===== config.mk =====
export PLATFORM = sky130hd
export DESIGN_NAME = mand_avm_frame_writer_flat
export DESIGN_NICKNAME = d
export VERILOG_FILES = /design/src/rtl/mand_avm_frame_writer_if.sv /design/src/rtl/mand_avm_frame_writer.sv /design/src/flat_wrapper.sv
export SDC_FILE = /design/constraint.sdc
export NUM_CORES = 1
export LEC_CHECK = 0
export ABC_AREA = 1
export CAP_MARGIN = 20
export CORE_ASPECT_RATIO = 0.5
export CORE_UTILIZATION = 60
export CTS_BUF_LIST = sky130_fd_sc_hd__clkbuf_4
export CTS_CLUSTER_SIZE = 10
export DETAILED_ROUTE_END_ITERATION = 7
export HOLD_SLACK_MARGIN = 0.06
export PLACE_DENSITY = 0.78
export SETUP_SLACK_MARGIN = 0.5
export SLEW_MARGIN = 20
export SYNTH_ARGS = -nofsm -noshare
export SYNTH_HDL_FRONTEND = slang
export SYNTH_SLANG_ARGS = --single-unit

===== constraint.sdc =====
create_clock -name clk -period 14.6 [get_ports clk]
set_input_delay 1.46 -clock clk [delete_from_list [all_inputs] [get_ports clk]]
set_output_delay 1.46 -clock clk [all_outputs]
set_load 0.01 [all_outputs]

===== src/rtl/mand_avm_frame_writer_if.sv =====
// Avalon-MM write-master bus used by the frame writer.
interface mand_avm_frame_writer_if #(
  parameter int unsigned DATA_W = 32,
  parameter int unsigned ADDR_W = 32
) ();

  logic [ADDR_W-1:0] avm_m0_address;
  logic              avm_m0_write;
  logic [DATA_W-1:0] avm_m0_writedata;
  logic              avm_m0_waitrequest;

  modport master (
    output avm_m0_address,
    output avm_m0_write,
    output avm_m0_writedata,
    input  avm_m0_waitrequest
  );

  modport slave (
    input  avm_m0_address,
    input  avm_m0_write,
    input  avm_m0_writedata,
    output avm_m0_waitrequest
  );

endinterface


===== src/rtl/mand_avm_frame_writer.sv =====
// Buffers producer pixels in a small FIFO and writes them linearly into a
// frame buffer over Avalon-MM, one word per cycle when the slave allows.
module mand_avm_frame_writer #(
  parameter  int unsigned DATA_W        = 32,
  parameter  int unsigned ADDR_W        = 32,
  parameter  int unsigned FIFO_DEPTH    = 16,
  parameter  int unsigned MAX_H         = 640,
  parameter  int unsigned MAX_V         = 480,
  parameter  int unsigned BYTES_PER_PIX = 4,
  localparam int unsigned TOTAL         = MAX_H * MAX_V,
  localparam int unsigned CNT_W         = $clog2(TOTAL + 1)
) (
  input  logic                    clk,
  input  logic                    rst,
  input  logic                    start,
  input  logic [ADDR_W-1:0]       frame_base,
  input  logic                    pix_valid,
  input  logic [DATA_W-1:0]       pix_data,
  output logic                    pix_ready,
  input  logic                    calc_done,
  mand_avm_frame_writer_if.master avm,
  output logic                    busy,
  output logic                    done,
  output logic                    overflow,
  output logic [CNT_W-1:0]        pix_count
);

  localparam int unsigned PTR_W = (FIFO_DEPTH > 1) ? $clog2(FIFO_DEPTH) : 1;
  localparam int unsigned OCC_W = $clog2(FIFO_DEPTH + 1);
  localparam int unsigned IDX_W = (TOTAL > 1) ? $clog2(TOTAL) : 1;

  typedef enum logic [1:0] {IDLE, RUN, DRAIN} state_e;

  state_e            state_q, state_d;
  logic [ADDR_W-1:0] base_q, base_d;
  logic [PTR_W-1:0]  wr_ptr_q, wr_ptr_d;
  logic [PTR_W-1:0]  rd_ptr_q, rd_ptr_d;
  logic [OCC_W-1:0]  occ_q, occ_d;
  logic [IDX_W-1:0]  idx_q, idx_d;
  logic              full_q, full_d;        // every pixel of the frame has been loaded
  logic              calc_flag_q, calc_flag_d;
  logic [ADDR_W-1:0] addr_q, addr_d;
  logic [DATA_W-1:0] data_q, data_d;
  logic              write_q, write_d;
  logic [CNT_W-1:0]  pix_count_q, pix_count_d;
  logic              pix_ready_q, pix_ready_d;
  logic              busy_q, busy_d;
  logic              done_q, done_d;
  logic              overflow_q, overflow_d;
  logic [DATA_W-1:0] mem_q [FIFO_DEPTH];

  logic push, pop, load, complete;

  // Next-state, FIFO bookkeeping and write-register control
  always_comb begin
    state_d     = state_q;
    base_d      = base_q;
    wr_ptr_d    = wr_ptr_q;
    rd_ptr_d    = rd_ptr_q;
    occ_d       = occ_q;
    idx_d       = idx_q;
    full_d      = full_q;
    calc_flag_d = calc_flag_q;
    addr_d      = addr_q;
    data_d      = data_q;
    write_d     = write_q;
    pix_count_d = pix_count_q;
    overflow_d  = overflow_q;
    done_d      = 1'b0;
    push        = 1'b0;
    pop         = 1'b0;
    load        = 1'b0;
    complete    = write_q & ~avm.avm_m0_waitrequest;

    push = (state_q == RUN) & pix_valid & pix_ready_q;
    if ((state_q == RUN) && pix_valid && !pix_ready_q) begin
      overflow_d = 1'b1;
    end

    // Entries beyond the last pixel of the frame are discarded, not written
    if (occ_q != '0) begin
      if (full_q) begin
        pop = 1'b1;
      end else if (!write_q || !avm.avm_m0_waitrequest) begin
        pop  = 1'b1;
        load = 1'b1;
      end
    end

    if (complete) begin
      write_d = 1'b0;
      if (pix_count_q != CNT_W'(TOTAL)) begin
        pix_count_d = pix_count_q + CNT_W'(1);
      end
    end

    if (load) begin
      write_d = 1'b1;
      data_d  = mem_q[rd_ptr_q];
      addr_d  = base_q + ADDR_W'(idx_q) * ADDR_W'(BYTES_PER_PIX);
      if (idx_q == IDX_W'(TOTAL - 1)) begin
        idx_d  = '0;
        full_d = 1'b1;
      end else begin
        idx_d = idx_q + IDX_W'(1);
      end
    end

    if (push) wr_ptr_d = wr_ptr_q + PTR_W'(1);
    if (pop)  rd_ptr_d = rd_ptr_q + PTR_W'(1);
    if (push && !pop)      occ_d = occ_q + OCC_W'(1);
    else if (!push && pop) occ_d = occ_q - OCC_W'(1);

    unique case (state_q)
      IDLE: begin
        if (start) begin
          state_d     = RUN;
          base_d      = frame_base;
          wr_ptr_d    = '0;
          rd_ptr_d    = '0;
          occ_d       = '0;
          idx_d       = '0;
          full_d      = 1'b0;
          calc_flag_d = 1'b0;
          pix_count_d = '0;
          overflow_d  = 1'b0;
        end
      end
      RUN: begin
        if (calc_done) calc_flag_d = 1'b1;
        if (calc_done || calc_flag_q || (pix_count_d == CNT_W'(TOTAL))) begin
          state_d = DRAIN;
        end
      end
      DRAIN: begin
        if ((occ_q == '0) && !write_q) begin
          state_d = IDLE;
          done_d  = 1'b1;
        end
      end
      default: state_d = IDLE;
    endcase

    busy_d      = (state_d != IDLE);
    pix_ready_d = (state_d == RUN) && (occ_d < OCC_W'(FIFO_DEPTH));
  end

  // Control and output registers
  always_ff @(posedge clk or posedge rst) begin
    if (rst) begin
      state_q     <= IDLE;
      base_q      <= '0;
      wr_ptr_q    <= '0;
      rd_ptr_q    <= '0;
      occ_q       <= '0;
      idx_q       <= '0;
      full_q      <= 1'b0;
      calc_flag_q <= 1'b0;
      addr_q      <= '0;
      data_q      <= '0;
      write_q     <= 1'b0;
      pix_count_q <= '0;
      pix_ready_q <= 1'b0;
      busy_q      <= 1'b0;
      done_q      <= 1'b0;
      overflow_q  <= 1'b0;
    end else begin
      state_q     <= state_d;
      base_q      <= base_d;
      wr_ptr_q    <= wr_ptr_d;
      rd_ptr_q    <= rd_ptr_d;
      occ_q       <= occ_d;
      idx_q       <= idx_d;
      full_q      <= full_d;
      calc_flag_q <= calc_flag_d;
      addr_q      <= addr_d;
      data_q      <= data_d;
      write_q     <= write_d;
      pix_count_q <= pix_count_d;
      pix_ready_q <= pix_ready_d;
      busy_q      <= busy_d;
      done_q      <= done_d;
      overflow_q  <= overflow_d;
    end
  end

  // Pixel storage; validity is tracked by the pointers, so no reset needed
  always_ff @(posedge clk) begin
    if (push) mem_q[wr_ptr_q] <= pix_data;
  end

  assign avm.avm_m0_address   = addr_q;
  assign avm.avm_m0_write     = write_q;
  assign avm.avm_m0_writedata = data_q;
  assign pix_ready            = pix_ready_q;
  assign busy                 = busy_q;
  assign done                 = done_q;
  assign overflow             = overflow_q;
  assign pix_count            = pix_count_q;

endmodule


===== src/flat_wrapper.sv =====
// flat-port wrapper written by rule: the top's interface ports become plain ports
module mand_avm_frame_writer_flat 
#(
  parameter  int unsigned DATA_W        = 32,
  parameter  int unsigned ADDR_W        = 32,
  parameter  int unsigned FIFO_DEPTH    = 16,
  parameter  int unsigned MAX_H         = 640,
  parameter  int unsigned MAX_V         = 480,
  parameter  int unsigned BYTES_PER_PIX = 4,
  localparam int unsigned TOTAL         = MAX_H * MAX_V,
  localparam int unsigned CNT_W         = $clog2(TOTAL + 1)
)
  (clk, rst, start, frame_base, pix_valid, pix_data, pix_ready, calc_done, busy, done, overflow, pix_count, avm_avm_m0_address, avm_avm_m0_write, avm_avm_m0_writedata, avm_avm_m0_waitrequest);
  mand_avm_frame_writer_if #(.DATA_W(DATA_W), .ADDR_W(ADDR_W)) avm_i ();
  input  logic clk;
  input  logic rst;
  input  logic start;
  input  logic [ADDR_W-1:0] frame_base;
  input  logic pix_valid;
  input  logic [DATA_W-1:0] pix_data;
  output logic pix_ready;
  input  logic calc_done;
  output logic busy;
  output logic done;
  output logic overflow;
  output logic [CNT_W-1:0] pix_count;
  output wire logic [$bits(avm_i.avm_m0_address)-1:0] avm_avm_m0_address;
  output wire logic [$bits(avm_i.avm_m0_write)-1:0] avm_avm_m0_write;
  output wire logic [$bits(avm_i.avm_m0_writedata)-1:0] avm_avm_m0_writedata;
  input wire logic [$bits(avm_i.avm_m0_waitrequest)-1:0] avm_avm_m0_waitrequest;
  assign avm_avm_m0_address = avm_i.avm_m0_address;
  assign avm_avm_m0_write = avm_i.avm_m0_write;
  assign avm_avm_m0_writedata = avm_i.avm_m0_writedata;
  assign avm_i.avm_m0_waitrequest = avm_avm_m0_waitrequest;
  mand_avm_frame_writer #(.DATA_W(DATA_W), .ADDR_W(ADDR_W), .FIFO_DEPTH(FIFO_DEPTH), .MAX_H(MAX_H), .MAX_V(MAX_V), .BYTES_PER_PIX(BYTES_PER_PIX)) u_core (.clk(clk), .rst(rst), .start(start), .frame_base(frame_base), .pix_valid(pix_valid), .pix_data(pix_data), .pix_ready(pix_ready), .calc_done(calc_done), .avm(avm_i), .busy(busy), .done(done), .overflow(overflow), .pix_count(pix_count));
endmodule

==> impl_metrics.env <==
export IMPL_core_um2=45600
export IMPL_ys_seq_area_share_pct=68.8
export IMPL_fin_setup_tns_ns=0
export IMPL_cts_sinks=668
export IMPL_pwr_share_clk_pct=25.6
export IMPL_period_share_pct=25.4
export IMPL_io_pins=158
export IMPL_drc_errors=4
export IMPL_p_sw_mw=2.12
export IMPL_arrival_ns=4.41
export IMPL_numPortBuffers=157
export IMPL_tightest_slew_ns=1.23
export IMPL_wire_per_inst_um=20.3
export IMPL_grt_max_degree=259
export IMPL_cts_resized=0
export IMPL_drt_first_iter_violations=2684
export IMPL_clockBufferDepth=3
export IMPL_h_tree_depth=4
export IMPL_min_path_type="register to register"
export IMPL_yosysMostFrequentCell="edfxtp_1"
export IMPL_max_cap_violations=0
export IMPL_p_int_mw=3.62
export IMPL_die_area_um2=47700
export IMPL_fp_dieH_um=155
export IMPL_setup_viol=0
export IMPL_final_cell_area_um2=32300
export IMPL_ys_types=44
export IMPL_drive_above_1_share_pct=11.9
export IMPL_synth_largest_area_cell="edfxtp_1"
export IMPL_r2r_slack_ns=11.07
export IMPL_cts_setup_buffers=0
export IMPL_synth_edf_count=512
export IMPL_synth_seq_cells=668
export IMPL_setup_worst_path_class="primary input to register"
export IMPL_critPathTopFamily="buffers and inverters"
export IMPL_worst_hold_slack_ns=0.484
export IMPL_outcome="complete, but fails checks"
export IMPL_placedCellCount=3149
export IMPL_start_kind="primary input"
export IMPL_gp_congestion=0.911
export IMPL_num_vias=20400
export IMPL_dpl_hpwl_um=38800
export IMPL_p_comb_share_pct=32.4
export IMPL_cts_tree="yes"
export IMPL_cts_hold_buf=0
export IMPL_slew_headroom_pct=17.7
export IMPL_async_flop_share_pct=23.4
export IMPL_clock_latency_ns=0.89
export IMPL_netSwitchingFraction_pct=36.9
export IMPL_peakVddDrop_mv=0.225
export IMPL_num_nets_final=2778
export IMPL_clk_pin_slew_worst_paths_ns=0.06
export IMPL_p_per_area_nw_per_um2=178
export IMPL_grt_pass1_wl_um=107000
export IMPL_ctsRootBufferMaster="clkbuf_4"
export IMPL_leakage_nw=11.7
export IMPL_synthTopCellsByCount="512 x edfxtp_1, 454 x nor2_1, 322 x o21ai_0, 298 x nand2_1, 156 x dfrtp_1"
export IMPL_synth_top_area_share_pct=54.8
export IMPL_critPathMaxStageDelay_ns=0.76
export IMPL_total_power_mw=5.74
export IMPL_power_frac_seq_pct=42.0
export IMPL_slowest_stage="buf_4"
export IMPL_chipWidth_um=308
export IMPL_synthFlopType="edfxtp_1"
export IMPL_maxClockFrequency_mhz=269
export IMPL_finalWirelength_um=69200
export IMPL_cp_num_buf_inv=4
export IMPL_final_cells=3413
export IMPL_dr_pass1_iters=8
export IMPL_grt_pass1_vias=19700
export IMPL_grt_antenna_before_repair=2
export IMPL_start_util_pct=61.5
export IMPL_synthesis_nets=2577
export IMPL_yosys_warnings=0
export IMPL_dpl_instance_area_um2=30200
export IMPL_rsz0062_at_grt="false"
export IMPL_worst_clock_skew_ns=0.0702
export IMPL_numCtsBuffers=146
export IMPL_avgSynthCellArea_um2=11.3
export IMPL_cp_end_kind="register"
export IMPL_area_delta_synth_final_pct=15.3
export IMPL_crit_required_ns=15.30
export IMPL_vias_per_cell=5.96
export IMPL_row_count=55
export IMPL_grt_overflow_total=0
export IMPL_violations="design-rule violations"
export IMPL_post_route_min_period_ns=3.71
export IMPL_synthTopCellsByArea="edfxtp_1 55%, dfrtp_1 14%, nor2_1 6.1%"
export IMPL_critPathMaxFanout=82
export IMPL_netlist_area_um2=28000
export IMPL_drtAntennaViolNets=0
export IMPL_crit_chain="clkdlybuf4s50_1 -> a21oi_1 -> nand2_4 -> clkinv_2 -> buf_4 -> nand2_1 -> nand2_1 -> inv_1 -> o21ai_0 -> a21oi_1"
export IMPL_synth_cells=2477
export IMPL_grt_total_usage_pct=29.1
export IMPL_drv_slew=0
export IMPL_hold_violations=0
[metal layers]
| metal | GRT usage, % | up-vias | routed length [um] |
|---|---|---|---|
| met5 | 0 | - | 0 |
| met4 | 10.6 | 0 | 1660 |
| met3 | 5.87 | 132 | 6250 |
| met2 | 46.3 | 1051 | 32800 |
| met1 | 40.5 | 9807 | 28600 |
| li1 | - | 9368 | - |
[cells by family (layout without fill, tap and decap cells)]
kind of cell	after synthesis	in the layout	synth area share, %
adder cells (fa/ha/maj)	30	30	1.37
other	0	2	0
buffers and inverters	247	554	3.36
AO/OA/AOI/OAI	593	593	12.3
flip-flops	668	668	68.8
XOR/XNOR	26	26	0.812
AND/OR/NAND/NOR	913	913	13.4
[state kept, by name, indices dropped and copies added (netlist names), 2 cells and up]
name	cells
u_core.occ_q	5
u_core.avm.avm_m0_writedata	32
u_core.idx_q	19
u_core.rd_ptr_q	4
u_core.base_q	32
u_core.pix_count	19
u_core.mem_q	512
u_core.avm.avm_m0_address	32
u_core.state_q	2
u_core.wr_ptr_q	4
[tightest hold or removal path: stages (launching register included)]
cell and delay, ns:
dfrtp_1 0.34, nand2_1 0.05, nand2_1 0.05
[area by class of cell]
class                           count  area [um2]
Tap cell                          627         785
Timing Repair Buffer              185        1980
Multi-Input combinational cell   1562        7940
Clock inverter                     24         168
Sequential cell                   668       19300
Clock buffer                      230        1730
Inverter                          115         443
Antenna cell                        2        5.00
Fill cell                        3174       13300
[cell usage in the layout (no fill, tap or decap), types with 4 or more instances in the layout]
| cell | synthesis | layout |
|---|---|---|
| clkinvlp_4 | 0 | 4 |
| edfxtp_1 | 512 | 512 |
| o22ai_1 | 49 | 49 |
| buf_12 | 0 | 6 |
| o21ai_0 | 322 | 322 |
| clkdlybuf4s50_1 | 0 | 157 |
| xor2_1 | 16 | 16 |
| nor3_1 | 20 | 20 |
| xnor2_1 | 10 | 10 |
| nand2_2 | 6 | 6 |
| ha_1 | 29 | 29 |
| inv_2 | 6 | 11 |
| o21ai_1 | 24 | 24 |
| o221ai_1 | 83 | 83 |
| a21oi_1 | 52 | 52 |
| nor4_1 | 6 | 6 |
| or2_2 | 6 | 6 |
| buf_16 | 0 | 6 |
| nand4_1 | 24 | 24 |
| nand3_1 | 80 | 80 |
| inv_6 | 0 | 6 |
| clkinv_1 | 1 | 10 |
| a31oi_1 | 47 | 47 |
| nor2_4 | 5 | 21 |
| nand2_1 | 298 | 298 |
| buf_4 | 0 | 16 |
| clkbuf_4 | 0 | 230 |
| inv_1 | 107 | 102 |
| dfrtp_1 | 156 | 153 |
| nor2_1 | 454 | 438 |
[final timing paths]
kind	startpoint	cells after the start	endpoint
max	avm_avm_m0_waitrequest	10	u_core.idx_q[3]$_DFF_PP0_
min	u_core.avm.avm_m0_address[29]$_DFFE_PP0P_	2	u_core.avm.avm_m0_address[29]$_DFFE_PP0P_
max reg2reg	u_core.rd_ptr_q[1]$_DFF_PP0_	8	u_core.avm.avm_m0_writedata[31]$_DFFE_PP0P_
min reg2reg	u_core.avm.avm_m0_address[29]$_DFFE_PP0P_	2	u_core.avm.avm_m0_address[29]$_DFFE_PP0P_
max in group asynchronous	rst	3	u_core.rd_ptr_q[0]$_DFF_PP0_
min in group asynchronous	rst	2	u_core.pix_count[2]$_DFF_PP0_
[power by group through the flow]
stage | logic (mW) | registers [mW] | clock network, mW
floorplan | 1.18 | 2.42 | 0
global placement | 1.77 | 2.44 | 0
detailed placement | 1.84 | 2.44 | 0
CTS | 1.85 | 2.41 | 1.49
global route | 2.05 | 2.43 | 1.59
finish | 1.86 | 2.41 | 1.47
[metrics by stage]
stage | util, % | worst slack (ns)
floorplan | - | 8.93
global placement | 66.1 | 10.12
detailed placement | 66.3 | 10.05
CTS | 70.4 | 10.95
global route | 70.9 | 10.61
finish | 70.9 | 10.89
(Power assumes the default switching activity.)
